$ cat src/rtl/sfp_ctrl.sv
// Row sequencer between the output FIFO and the PSUM SRAM: reads (accumulate mode),
// then writes each row back through the SFP, popping one OFIFO entry per row.
module sfp_ctrl #(
    parameter int unsigned addr_bw = 11
) (
    input  logic               clk,
    input  logic               reset,
    input  logic               start,
    input  logic               first_pass,
    input  logic               relu_en,
    input  logic [addr_bw-1:0] base_addr,
    input  logic [addr_bw-1:0] len,
    input  logic               ofifo_valid,
    output logic               ofifo_rd,
    output logic               psum_cen,
    output logic               psum_wen,
    output logic [addr_bw-1:0] psum_addr,
    output logic               sfp_passthrough,
    output logic               sfp_accum,
    output logic               sfp_relu,
    output logic               busy,
    output logic               done
);

    typedef enum logic [1:0] {
        S_IDLE = 2'd0,
        S_RD   = 2'd1,
        S_WR   = 2'd2,
        S_DONE = 2'd3
    } state_t;

    state_t             r_state;
    logic [addr_bw-1:0] r_cnt;
    logic [addr_bw-1:0] r_base;
    logic [addr_bw-1:0] r_len;
    logic [addr_bw-1:0] r_addr_hold;
    logic               r_first;
    logic               r_relu;

    logic [addr_bw-1:0] w_addr;
    logic               w_rd_fire;
    logic               w_wr_fire;
    logic               w_last;

    assign w_addr    = r_base + r_cnt;
    assign w_rd_fire = (r_state == S_RD) && ofifo_valid;
    // Accumulate-mode WR always follows a read issued with the OFIFO head present.
    assign w_wr_fire = (r_state == S_WR) && (ofifo_valid || !r_first);
    assign w_last    = (r_cnt == r_len - addr_bw'(1));

    // State, row counter, latched job fields and last driven SRAM address
    always_ff @(posedge clk or negedge reset) begin
        if (!reset) begin
            r_state     <= S_IDLE;
            r_cnt       <= '0;
            r_base      <= '0;
            r_len       <= '0;
            r_addr_hold <= '0;
            r_first     <= 1'b0;
            r_relu      <= 1'b0;
        end else begin
            case (r_state)
                S_IDLE: begin
                    if (start) begin
                        r_first <= first_pass;
                        r_relu  <= relu_en;
                        r_base  <= base_addr;
                        r_len   <= len;
                        r_cnt   <= '0;
                        if (len == '0)      r_state <= S_DONE;
                        else if (first_pass) r_state <= S_WR;
                        else                 r_state <= S_RD;
                    end
                end
                S_RD: begin
                    if (w_rd_fire) begin
                        r_addr_hold <= w_addr;
                        r_state     <= S_WR;
                    end
                end
                S_WR: begin
                    if (w_wr_fire) begin
                        r_addr_hold <= w_addr;
                        r_cnt       <= r_cnt + addr_bw'(1);
                        if (w_last)       r_state <= S_DONE;
                        else if (r_first) r_state <= S_WR;
                        else              r_state <= S_RD;
                    end
                end
                default: r_state <= S_IDLE;
            endcase
        end
    end

    // Output decode from registered state and the live OFIFO valid
    always_comb begin
        psum_cen        = !(w_rd_fire || w_wr_fire);
        psum_wen        = !w_wr_fire;
        psum_addr       = (w_rd_fire || w_wr_fire) ? w_addr : r_addr_hold;
        ofifo_rd        = w_wr_fire;
        sfp_passthrough = w_wr_fire && r_first;
        sfp_accum       = w_wr_fire && !r_first;
        sfp_relu        = w_wr_fire && r_relu;
        busy            = (r_state != S_IDLE);
        done            = (r_state == S_DONE);
    end

endmodule

$ cat config.mk
export PLATFORM = sky130hd
export DESIGN_NAME = sfp_ctrl
export DESIGN_NICKNAME = d
export VERILOG_FILES = /design/src/rtl/sfp_ctrl.sv
export SDC_FILE = /design/constraint.sdc
export NUM_CORES = 1
export LEC_CHECK = 0
export BUFFER_PORTS_ARGS = -buffer_cell sky130_fd_sc_hd__buf_4
export CAP_MARGIN = 10
export CORE_ASPECT_RATIO = 1.2
export CORE_MARGIN = 2
export CORE_UTILIZATION = 25
export DETAILED_ROUTE_END_ITERATION = 6
export PLACE_DENSITY = 0.53
export RECOVER_POWER = 50
export SLEW_MARGIN = 20
export SYNTH_ARGS = -nofsm -noshare
export SYNTH_HDL_FRONTEND = slang
export SYNTH_SLANG_ARGS = --single-unit
$ cat constraint.sdc
create_clock -name clk -period 3.03 [get_ports clk]
set_input_delay 0.303 -clock clk [delete_from_list [all_inputs] [get_ports clk]]
set_output_delay 0.303 -clock clk [all_outputs]
set_load 0.005 [all_outputs]
==> reports/metrics.csv <==
stage,metric,value,unit
clock_tree,"Clk Latency, worst-skew pair",0.28,ns
setup_path,critical path arrival,2.49,ns
finish,"commonest non-fill, non-tap cell in the layout",buf_4,
run_status,run status,completed,
worst_hold_path,hold path depth,3,
synth,post-synthesis sequential area ratio,0.412,
synth,dominant cell type by area after synthesis,dfrtp_1,
synth,Synth cell types,51,
synth,ys async rst share,1.00,
finish,ant diodes,0,
clock_tree,CTS Sinks,48,
pwr,pwr dens,891,nW/µm²
synth,Adder-Cell Fraction of Synth Area,0.0583,
setup_path,Worst Path Required,2.73,ns
timing,Period minus WS final,2.79,ns
setup_path,R2R depth,4,
finish,Layout Utilization,0.313,
placement,Final Wtd Congestion,0.746,
timing,unrepaired setup endpoints after global routing,no,
timing,Hold Worst Slack,0.229,ns
drt,initial detailed-routing violation count,78,
global_routing,met1 Track Usage GR,0.145,
timing,period utilization,0.921,
synth,largest cells by area after synthesis,"dfrtp_1 41%, mux2_2 7.7%, xor2_1 5.4%, ha_1 5.1%, a21oi_1 4.1%",
timing,final worst slack,0.239,ns
floorplanning,starting density of the core,0.255,
timing,Slew @ Worst Pin,1.20,ns
worst_hold_path,Hold Path Origin,base_addr[1],
setup_path,crit-path max FO,6,
global_routing,grt ovf,0,
setup_path,CP peak stage delay,0.44,ns
clock_tree,Num CTS Buffers,5,
placement,PortBufs,46,
clock_tree,Longest Clk Path Bufs,2,
synth,Synth Area in Compound Gates,0.146,
global_routing,met3 Usage GRT,0.0251,
timing,relative slew slack,0.201,
synth,Syn Nets,344,
synth,mux share of post-synthesis cell area,0.0772,
synth,simple-gate area share of the yosys netlist,0.196,
synth,number of flops mapped to enable cells by yosys,0,
setup_path,Buffers & Inverters on Critical Path,2,
drt,first-pass iteration count of the detailed router,4,
worst_hold_path,Tightest Hold Check Type,input pin to register,
finish,Area growth syn-to-layout,22.9,%
drt,Via Count,2298,
synth,Post-Synth XOR/XNOR Area,0.0781,
global_routing,met2 usage,0.183,
timing,Post-Route Setup TNS,0,ns
global_routing,Most Crowded Layer GR,met2,
synth,Main synth FF type,dfrtp_1,
drt,antenna-violating nets left,0,
setup_path,Crit-path slowest cell,dfrtp_2,
synth,post-synth top area share,0.412,
timing,final hold violations,0,
floorplanning,Core ar.,11500,µm²
drt,via/cell ratio,4.52,
pwr,Pint,1.98,mW
finish,"commonest cells after routing, fill and taps aside","47 x buf_4, 46 x dfrtp_1, 30 x nand2_1",
setup_path,Startpoint Class,register,
timing,skew final,0.00648,ns
floorplanning,IO Pins,47,
pwr,power share of the sequential group,0.356,
drt,DR WL/cell,12.5,µm
placement,dpl cells,500,
synth,synthesized area,2920,µm²
pwr,total power,3.19,mW
setup_path,R2R Setup Slk,0.43,ns
placement,Post-DP HPWL,5.03,mm
worst_hold_path,Hold Crit Endpoint,r_base[1],
synth,largest family of logic cells by synthesized area,simple AND/OR/NAND/NOR gates,
setup_path,family with the most delay on the worst path,compound AO/OA/AOI/OAI gates,
pwr,Switching Fraction,0.381,
clock_tree,H-tree levels,2,
global_routing,gr usage total,0.112,
setup_path,worst r2r dst,r_base[10],
floorplanning,die footprint,12600,µm²
clock_tree,CTS tree,yes,
floorplanning,die span in y,122,µm
finish,"Design Area, Final",3580,µm²
synth,post-synthesis area per instance,9.63,µm²
timing,highest clock rate,358,MHz
floorplanning,DIE WIDTH,103,µm
finish,share of cells above drive strength 1,0.248,
global_routing,wire length of the first global-routing pass,11.0,mm
setup_path,FF-to-FF Start,r_state[0],
timing,Slew Limit Fails,0,
timing,setup violators final,0,
global_routing,initial antenna violation count,0,
drt,DRC,0,
clock_tree,hold_buf cts,0,
pwr,Lkg Pwr,1.56,nW
global_routing,vias in the first global route,2309,
pwr,Peak VDD IR,0.247,mV
global_routing,pin count of the biggest net entering global routing,49,
synth,Syn. warnings,0,
clock_tree,CTS Root Buffer Type,clkbuf_16,
setup_path,Setup Crit Path Kind,register to output port,
floorplanning,Row Count,43,
finish,Layout Nets,392,
finish,fin cells,508,
job,MaxCap Viol Count,0,
placement,Placed Area,3450,µm²
synth,Synth Instances,303,
pwr,Clk pwr share,0.164,
setup_path,crit path capture type,output port,
finish,Filler Cells Inserted,1220,
clock_tree,clock slew at reported path FFs,0.06,ns
pwr,Comb pwr share,0.480,
placement,Placement Setup Slack,0.278,ns
pwr,net switching power figure,1.22,mW
setup_path,crit path cell chain,ha_1 -> inv_1 -> fa_1 -> nor2b_1 -> o21ai_0 -> a21oi_2 -> o2111ai_1 -> a211o_1 -> nand3_1 -> buf_4,
drt,total wire length,6.37,mm
synth,"flops & latches, synth",48,
synth_stat cells (all sizes together) (2+ instances only):
master and instances:
nand4b 2, ha 12, nand2b 6, o221ai 3, clkbuf 2, nand4 4
o21a 2, a21o 2, buf 7, o2111ai 2, nand2 30, a21oi 24
a31oi 2, nor4 4, xnor2 8, o21ai 15, dfrtp 48, nor3 9
and2 2, nor3b 3, inv 13, mux2 20, and3 4, xor2 18
nand3 12, nor2 20, o31ai 4, nand3b 3, or3 4, nor2b 3
layer usage:
layer	vias to the layer above	wire (µm)
li1	1179	-
met1	1076	2970
met2	38	3070
met3	5	245
met4	0	85
met5	-	0
worst min-delay path, stage by stage:
cell and delay [ns]:
buf_4 0.08, nand2_1 0.03, o21ai_0 0.06
final cells by class:
type,count,area (µm²),area share
clock buffers,6,129,0.0360
clock inverters,1,5.00,0.00140
inverters,14,53.8,0.0150
multi-input cells,232,1630,0.454
flip-flops and latches,48,1200,0.336
well taps,157,196,0.0548
repair buffers,50,369,0.103
worst max path at each step:
stage / startpoint / endpoint / slack (ns) / cells after the start
after floorplan: r_cnt[0] / psum_addr[10] / 0.68 / 9
after global placement: r_cnt[0] / psum_addr[10] / 0.32 / 10
after detailed placement: r_cnt[0] / psum_addr[10] / 0.28 / 10
after CTS: r_cnt[0] / psum_addr[10] / 0.08 / 10
after global routing: r_cnt[2] / psum_addr[9] / 0.005 / 7
final: r_cnt[0] / psum_addr[10] / 0.24 / 10
logic make-up (layout without fill, tap and decap cells):
| group | after synthesis | in the layout |
|---|---|---|
| compound gates | 63 | 63 |
| xor+xnor | 26 | 26 |
| fa+ha+maj | 13 | 13 |
| buf+inv | 23 | 71 |
| flops | 48 | 48 |
| mux | 20 | 20 |
| simple gates | 110 | 110 |
flip-flops by register name, indices dropped and copies added (netlist names):
name	cells
r_base	11
r_addr_hold	11
r_cnt	11
r_len	11
r_first	1
r_relu	1
r_state	2
what timing repair did:
| item | 4_1_cts | 5_1_grt |
|---|---|---|
| resized for setup | 1 | 3 |
| cloned | 0 | 0 |
| pin swaps | 0 | 1 |
| buffers inserted | 0 | 1 |
| setup endpoints to repair | 2 | 4 |
power by group through the flow:
stage | clock network [mW] | logic (mW) | registers, mW
floorplan | 0 | 1.10 | 1.07
global placement | 0 | 1.54 | 1.15
detailed placement | 0 | 1.56 | 1.16
CTS | 0.546 | 1.57 | 1.15
global route | 0.571 | 1.74 | 1.19
finish | 0.525 | 1.53 | 1.14
(Power assumes the default switching activity.)
